`config.mk`:
```
export PLATFORM = sky130hd
export DESIGN_NAME = obj_manager
export DESIGN_NICKNAME = d
export VERILOG_FILES = /design/src/rtl/obj_pkg.sv /design/src/rtl/obj_slot_step.sv /design/src/rtl/obj_manager.sv
export SDC_FILE = /design/constraint.sdc
export NUM_CORES = 1
export LEC_CHECK = 0
export CAP_MARGIN = 20
export CORE_UTILIZATION = 52
export CTS_BUF_LIST = sky130_fd_sc_hd__clkbuf_4 sky130_fd_sc_hd__clkbuf_8 sky130_fd_sc_hd__clkbuf_16
export DETAILED_ROUTE_END_ITERATION = 16
export MAX_ROUTING_LAYER = met4
export PLACE_DENSITY = 0.8
export SLEW_MARGIN = 20
export SYNTH_ARGS = -nofsm -noshare
export SYNTH_HDL_FRONTEND = slang
export SYNTH_SLANG_ARGS = --single-unit
```
`constraint.sdc`:
```
create_clock -name clock -period 7.45 [get_ports clock]
set_clock_uncertainty 0.2 [all_clocks]
set_input_delay 1.49 -clock clock [delete_from_list [all_inputs] [get_ports clock]]
set_output_delay 1.49 -clock clock [all_outputs]
set_load 0.02 [all_outputs]
```
`src/rtl/obj_pkg.sv`:
```
// Shared slot layout and controller state encoding for obj_manager.
package obj_pkg;

  localparam int OBJ_W     = 26;
  localparam int FRAME_MSB = 25;
  localparam int FRAME_LSB = 23;
  localparam int ID_MSB    = 22;
  localparam int ID_LSB    = 21;
  localparam int X_MSB     = 20;
  localparam int X_LSB     = 10;
  localparam int Y_MSB     = 9;
  localparam int Y_LSB     = 0;

  typedef enum logic [1:0] {
    IDLE = 2'd0,
    PLAY = 2'd1,
    SCAN = 2'd2
  } state_t;

endpackage

```
`src/rtl/obj_slot_step.sv`:
```
// Combinational next value for one object slot: collision, scroll/exit, animation, spawn.
// OBJ_MANAGER_OBSTACLE_EN makes identity bit 21 an obstacle that costs SCORE_PENALTY.
module obj_slot_step
  import obj_pkg::*;
#(
  parameter int SCREEN_WIDTH  = 1024,
  parameter int CHAR_WIDTH    = 20,
  parameter int CHAR_HEIGHT   = 20,
  parameter int OBJ_HEIGHT    = 20,
  parameter int Y_BASE        = 220,
  parameter int SCORE_PENALTY = 2
) (
  input  logic [OBJ_W-1:0] slot,
  input  logic [4:0]       idx,
  input  logic [31:0]      rnd,
  input  logic [3:0]       speed,
  input  logic [9:0]       p_vpos,
  input  logic             anim_zero,
  input  logic             spawn_done,
  output logic [OBJ_W-1:0] slot_nx,
  output logic signed [8:0] score_delta,
  output logic             spawned
);

`ifdef OBJ_MANAGER_OBSTACLE_EN
  localparam bit OBSTACLE_EN = 1'b1;
`else
  localparam bit OBSTACLE_EN = 1'b0;
`endif

  localparam logic [10:0] SW = 11'(SCREEN_WIDTH);
  localparam logic [10:0] CW = 11'(CHAR_WIDTH);
  localparam logic [10:0] CH = 11'(CHAR_HEIGHT);
  localparam logic [10:0] OH = 11'(OBJ_HEIGHT);
  localparam logic [9:0]  YB = 10'(Y_BASE);
  localparam logic signed [8:0] PEN = 9'(SCORE_PENALTY);

  logic        empty;
  logic [10:0] x;
  logic [10:0] y11;
  logic [10:0] pv11;
  logic [3:0]  nib;
  logic [7:0]  byt;
  logic        hit;
  logic        exit_left;

  assign empty = (slot == '0);
  assign x     = slot[X_MSB:X_LSB];
  assign y11   = {1'b0, slot[Y_MSB:Y_LSB]};
  assign pv11  = {1'b0, p_vpos};
  assign nib   = rnd[{idx[2:0], 2'b00} +: 4];
  assign byt   = rnd[{idx[1:0], 3'b000} +: 8];

  // An empty slot reads as x=0,y=0, so it must never count as a hit.
  assign hit = !empty && (x < CW) && (y11 < pv11 + CH) && (y11 + OH > pv11);
  assign exit_left = (speed != 4'd0) && (x <= {7'd0, speed});

  always_comb begin
    slot_nx     = slot;
    score_delta = '0;
    spawned     = 1'b0;
    if (empty) begin
      if (!spawn_done && nib == 4'd0) begin
        slot_nx                = '0;
        slot_nx[ID_LSB]        = rnd[idx];
        slot_nx[X_MSB:X_LSB]   = SW;
        slot_nx[Y_MSB:Y_LSB]   = YB + {2'b00, byt};
        spawned                = 1'b1;
      end
    end else if (hit) begin
      slot_nx     = '0;
      score_delta = (OBSTACLE_EN && slot[ID_LSB]) ? -PEN : 9'sd1;
    end else if (exit_left) begin
      slot_nx = '0;
    end else begin
      slot_nx[X_MSB:X_LSB] = x - {7'd0, speed};
      if (anim_zero)
        slot_nx[FRAME_MSB:FRAME_LSB] = slot[FRAME_MSB:FRAME_LSB] + 3'd1;
    end
  end

endmodule

```
`src/rtl/obj_manager.sv`:
```
// Object slot manager: one slot per clock scan per video frame, scoring and spawning.
// Build option OBJ_MANAGER_OBSTACLE_EN enables obstacle penalties (see obj_slot_step).
//
// state | meaning
// IDLE  | waiting for start, frame ticks ignored
// PLAY  | game running, waiting for a frame tick
// SCAN  | updating slot idx each clock, busy=1
module obj_manager
  import obj_pkg::*;
#(
  parameter int NUM_OBJ       = 8,
  parameter int SCREEN_WIDTH  = 1024,
  parameter int CHAR_WIDTH    = 20,
  parameter int CHAR_HEIGHT   = 20,
  parameter int OBJ_HEIGHT    = 20,
  parameter int Y_BASE        = 220,
  parameter int ANIM_DIV      = 8,
  parameter int SCORE_PENALTY = 2
) (
  input  logic                     clock,
  input  logic                     reset_n,
  input  logic                     start,
  input  logic                     frame_tick,
  input  logic [3:0]               speed,
  input  logic [9:0]               p_vpos,
  input  logic [31:0]              random,
  output logic [OBJ_W*NUM_OBJ-1:0] objs,
  output logic [7:0]               score,
  output logic                     busy,
  output logic                     scan_done,
  output logic                     tick_overrun
);

  localparam int IW = (NUM_OBJ > 1) ? $clog2(NUM_OBJ) : 1;
  localparam int AW = (ANIM_DIV > 1) ? $clog2(ANIM_DIV) : 1;
  localparam logic [IW-1:0] LAST = IW'(NUM_OBJ - 1);

  state_t           state, state_nx;
  logic [OBJ_W-1:0] slots_q [NUM_OBJ];
  logic [IW-1:0]    idx;
  logic [AW-1:0]    anim_cnt;
  logic [31:0]      rnd_q;
  logic             spawn_done;

  logic clear_all, scan_begin, slot_we, scan_last, overrun_set;

  logic [OBJ_W-1:0]  step_slot;
  logic signed [8:0] step_delta;
  logic              step_spawned;
  logic signed [9:0] score_sum;
  logic [7:0]        score_nx;

  obj_slot_step #(
    .SCREEN_WIDTH (SCREEN_WIDTH),
    .CHAR_WIDTH   (CHAR_WIDTH),
    .CHAR_HEIGHT  (CHAR_HEIGHT),
    .OBJ_HEIGHT   (OBJ_HEIGHT),
    .Y_BASE       (Y_BASE),
    .SCORE_PENALTY(SCORE_PENALTY)
  ) u_step (
    .slot       (slots_q[idx]),
    .idx        (5'(idx)),
    .rnd        (rnd_q),
    .speed      (speed),
    .p_vpos     (p_vpos),
    .anim_zero  (anim_cnt == '0),
    .spawn_done (spawn_done),
    .slot_nx    (step_slot),
    .score_delta(step_delta),
    .spawned    (step_spawned)
  );

  // Saturate at 255 on reward, floor at 0 on penalty.
  assign score_sum = $signed({2'b00, score}) + $signed({step_delta[8], step_delta});
  always_comb begin
    score_nx = score_sum[7:0];
    if (score_sum < 10'sd0)
      score_nx = 8'd0;
    else if (score_sum > 10'sd255)
      score_nx = 8'd255;
  end

  always_ff @(posedge clock or negedge reset_n) begin
    if (!reset_n) state <= IDLE;
    else          state <= state_nx;
  end

  always_comb begin
    state_nx    = state;
    clear_all   = 1'b0;
    scan_begin  = 1'b0;
    slot_we     = 1'b0;
    scan_last   = 1'b0;
    overrun_set = 1'b0;
    case (state)
      IDLE: begin
        if (start) begin
          state_nx  = PLAY;
          clear_all = 1'b1;
        end
      end
      PLAY: begin
        if (start) begin
          clear_all = 1'b1;
        end else if (frame_tick) begin
          state_nx   = SCAN;
          scan_begin = 1'b1;
        end
      end
      SCAN: begin
        if (start) begin
          state_nx  = PLAY;
          clear_all = 1'b1;
        end else begin
          slot_we     = 1'b1;
          overrun_set = frame_tick;
          if (idx == LAST) begin
            scan_last = 1'b1;
            state_nx  = PLAY;
          end
        end
      end
      default: state_nx = IDLE;
    endcase
  end

  always_ff @(posedge clock or negedge reset_n) begin
    if (!reset_n) begin
      for (int i = 0; i < NUM_OBJ; i++) slots_q[i] <= '0;
      score        <= '0;
      idx          <= '0;
      anim_cnt     <= '0;
      rnd_q        <= '0;
      spawn_done   <= 1'b0;
      tick_overrun <= 1'b0;
      scan_done    <= 1'b0;
    end else begin
      scan_done <= scan_last;
      if (clear_all) begin
        for (int i = 0; i < NUM_OBJ; i++) slots_q[i] <= '0;
        score        <= '0;
        idx          <= '0;
        anim_cnt     <= '0;
        spawn_done   <= 1'b0;
        tick_overrun <= 1'b0;
      end else begin
        if (scan_begin) begin
          idx        <= '0;
          rnd_q      <= random;
          anim_cnt   <= (ANIM_DIV > 1) ? anim_cnt + 1'b1 : '0;
          spawn_done <= 1'b0;
        end
        if (slot_we) begin
          slots_q[idx] <= step_slot;
          score        <= score_nx;
          idx          <= scan_last ? '0 : idx + 1'b1;
          if (step_spawned) spawn_done <= 1'b1;
        end
        if (overrun_set) tick_overrun <= 1'b1;
      end
    end
  end

  for (genvar g = 0; g < NUM_OBJ; g++) begin : g_objs
    assign objs[OBJ_W*g +: OBJ_W] = slots_q[g];
  end

  assign busy = (state == SCAN);

endmodule

```
==> results.sh <==
export IMPL_outcome="complete, no violations"
export IMPL_fmax_mhz=172
export IMPL_io_pins=269
export IMPL_htreeDepth=1
export IMPL_synthCells=1215
export IMPL_cp_max_fo=43
export IMPL_synth_cell_types=84
export IMPL_drive_gt1_share_pct=14.3
export IMPL_cts_buffer_depth=3
export IMPL_vias=11900
export IMPL_grt_use_total_pct=35.3
export IMPL_die_w_um=163
export IMPL_end_kind="flop"
export IMPL_fin_ws_ns=1.63
export IMPL_overflow=0
export IMPL_first_global_vias=11500
export IMPL_min_period_over_period_pct=78.1
export IMPL_final_setup_viol_count=0
export IMPL_ir_drop_v=0.000147
export IMPL_initialDrtViolationCount=1305
export IMPL_yosysMostFrequentCell="dfrtp_1"
export IMPL_fin_nets=1540
export IMPL_cts_resized=0
export IMPL_pre_cts_ws_ns=1.80
export IMPL_worst_setup_path_start_kind="flop"
export IMPL_arrival_ns=6.08
export IMPL_async_reset_ff_share_pct=100
export IMPL_hp_class="reg -> reg"
export IMPL_cts_sinks=259
export IMPL_core_mm2=0.0253
export IMPL_leakagePower_nw=7.29
export IMPL_postCtsSetupRepairBufs=0
export IMPL_yosysTopAreaCellShare_pct=48.2
export IMPL_ys_seq_area_share_pct=48.2
export IMPL_die_h_um=163
export IMPL_setup_tns_ns=0
export IMPL_antenna_found_initial=0
export IMPL_final_hold_viol_count=0
export IMPL_synthTopCellsByArea="dfrtp_1, mux4_2, a22o_1"
export IMPL_syn_area_mm2=0.0135
export IMPL_synth_edf_count=0
export IMPL_yosysTopAreaCell="dfrtp_1"
export IMPL_n_antenna_cell=0
export IMPL_grt_max_degree=166
export IMPL_drc=0
export IMPL_power_density_mw_per_mm2=202
export IMPL_final_min_clock_period_ns=5.82
export IMPL_cp_slowest_cell="dfrtp_4"
export IMPL_via_per_inst=6.59
export IMPL_slowest_delay_ns=0.87
export IMPL_root_buffer="clkbuf_16"
export IMPL_grt_setup_unrepaired="false"
export IMPL_initial_core_util_pct=53.3
export IMPL_ant_nets=0
export IMPL_cp_required_ns=7.72
export IMPL_crit_type="reg -> reg"
export IMPL_ys_seq_elements=259
export IMPL_drt_wl_total_mm=44.8
export IMPL_place_congestion=0.960
export IMPL_insertion_delay_ns=0.54
export IMPL_portBuffers=268
export IMPL_rows=58
export IMPL_die_area_mm2=0.0265
export IMPL_drv_slew=0
export IMPL_grt_pass1_wl_mm=68.9
export IMPL_synth_top_flop_cell="dfrtp_1"
export IMPL_numCtsBuffers=26
export IMPL_crit_chain="buf_4 -> buf_4 -> nor3b_1 -> a32o_1 -> a21oi_2 -> ha_1 -> nand4_1 -> nor3_1 -> a21oi_1 -> o21a_1 -> o221a_4 -> o21a_1 -> a21oi_2 -> a22o_1"
export IMPL_maxCapViolations=0
export IMPL_tritoncts="built"
export IMPL_worst_pin_slew_ns=1.10
export IMPL_max_slew_margin_pct=26.2
export IMPL_mappedNetlistNets=1299
export IMPL_clkSlewWorstSetupHoldPaths_ns=0.07
export IMPL_post_dp_hpwl_mm=31.6
export IMPL_yosysWarnings=0
export IMPL_synth_avg_cell_area_um2=11.1
export IMPL_wl_per_cell_um=24.8
export IMPL_synthTopCellsByCount="dfrtp_1, nand2_1, o21ai_0"
export IMPL_area_growth_pct=28.5
export IMPL_hold_buffers=0
export IMPL_drt_pass1_iterations=6
## metal layers
layer,up-vias,track usage [%],wire (um)
met3,132,7.16,4730
met4,0,13.8,1730
met5,-,-,0
met2,790,51.7,20400
met1,5949,48.4,18000
li1,5032,-,-
## path summary, 6_finish.rpt
check	start	end	slack [ns]	cells past startpoint
worst min register to register	objs[2]$_DFFE_PN0P_	objs[2]$_DFFE_PN0P_	0.31	2
worst max register to register	idx[1]$_DFFE_PN0P_	objs[182]$_DFFE_PN0P_	1.63	14
worst min-delay path	objs[2]$_DFFE_PN0P_	objs[2]$_DFFE_PN0P_	0.31	2
max in group asynchronous	reset_n	objs[120]$_DFFE_PN0P_	4.93	2
min in group asynchronous	reset_n	rnd_q[31]$_DFFE_PN0P_	0.73	1
worst max-delay path	idx[1]$_DFFE_PN0P_	objs[182]$_DFFE_PN0P_	1.63	14
## layout make-up
type	count	area [um^2]
Timing Repair Buffer	286	2840
Inverter	35	131
Clock buffer	40	817
Tap cell	330	413
Clock inverter	8	96.3
Sequential cell	259	6490
Fill cell	1906	7960
Multi-Input combinational cell	848	6510
## power by group
part | internal (W) | leakage (nW) | switching (W)
clock | 0.000824 | 0.459 | 0.000558
sequential | 0.00147 | 3.54 | 0.0000660
combinational | 0.000200 | 3.29 | 0.000374
## cells in the final DEF, fill, tap and decap left out, types with 33 or more instances in the layout
cell / Yosys / layout
dfrtp_1: 259 / 256
mux4_2: 41 / 41
ha_1: 33 / 33
nor2_1: 34 / 34
nand2_1: 130 / 130
mux2_2: 49 / 49
a22o_1: 81 / 81
clkdlybuf4s50_1: 0 / 267
o21ai_0: 82 / 82
nand3_1: 66 / 66
o21ai_1: 60 / 60
inv_1: 33 / 33
## registers in the layout, indices dropped and copies added, names as in the netlist
| name | count |
|---|---|
| anim_cnt | 3 |
| idx | 3 |
| objs | 208 |
| rnd_q | 32 |
| scan_done | 1 |
| score | 8 |
| spawn_done | 1 |
| state | 2 |
| tick_overrun | 1 |
## through the flow
stage                     cell area (um^2)  std cells  power [W]  util (%)  hold WS (ns)
after floorplan                      13500       1215    0.00191         -         0.251
after global placement               16400       1758    0.00210      64.8         0.284
after detailed placement             16400       1758    0.00212      64.8         0.295
after CTS                            17300       1806    0.00349      68.5         0.309
after global routing                 17300       1806    0.00359      68.5         0.340
final                                17300       1806    0.00349      68.5         0.311
## cells by family (layout without fill, tap and decap cells)
logic type                 after synthesis  after routing  synth area share (%)
xor gates and xnor gates                18             18                  1.23
AOI/OAI and AO/OA                      363            363                  18.9
adders and majority gates               34             34                  3.22
DFF                                    259            259                  48.2
and+or+nand+nor                        312            312                  11.3
buffers and inverters                  108            369                  3.87
muxes                                  121            121                  13.3
## critical path, delay by kind of cell, from the launching register on
kind                       cells  cell delay (ns)
AOI/OAI and AO/OA              8             2.24
adders and majority gates      1             0.33
buffers and inverters          2             0.83
DFF                            1             0.87
and+or+nand+nor                3             1.18
Note: power is estimated with default switching activity, not from simulation.
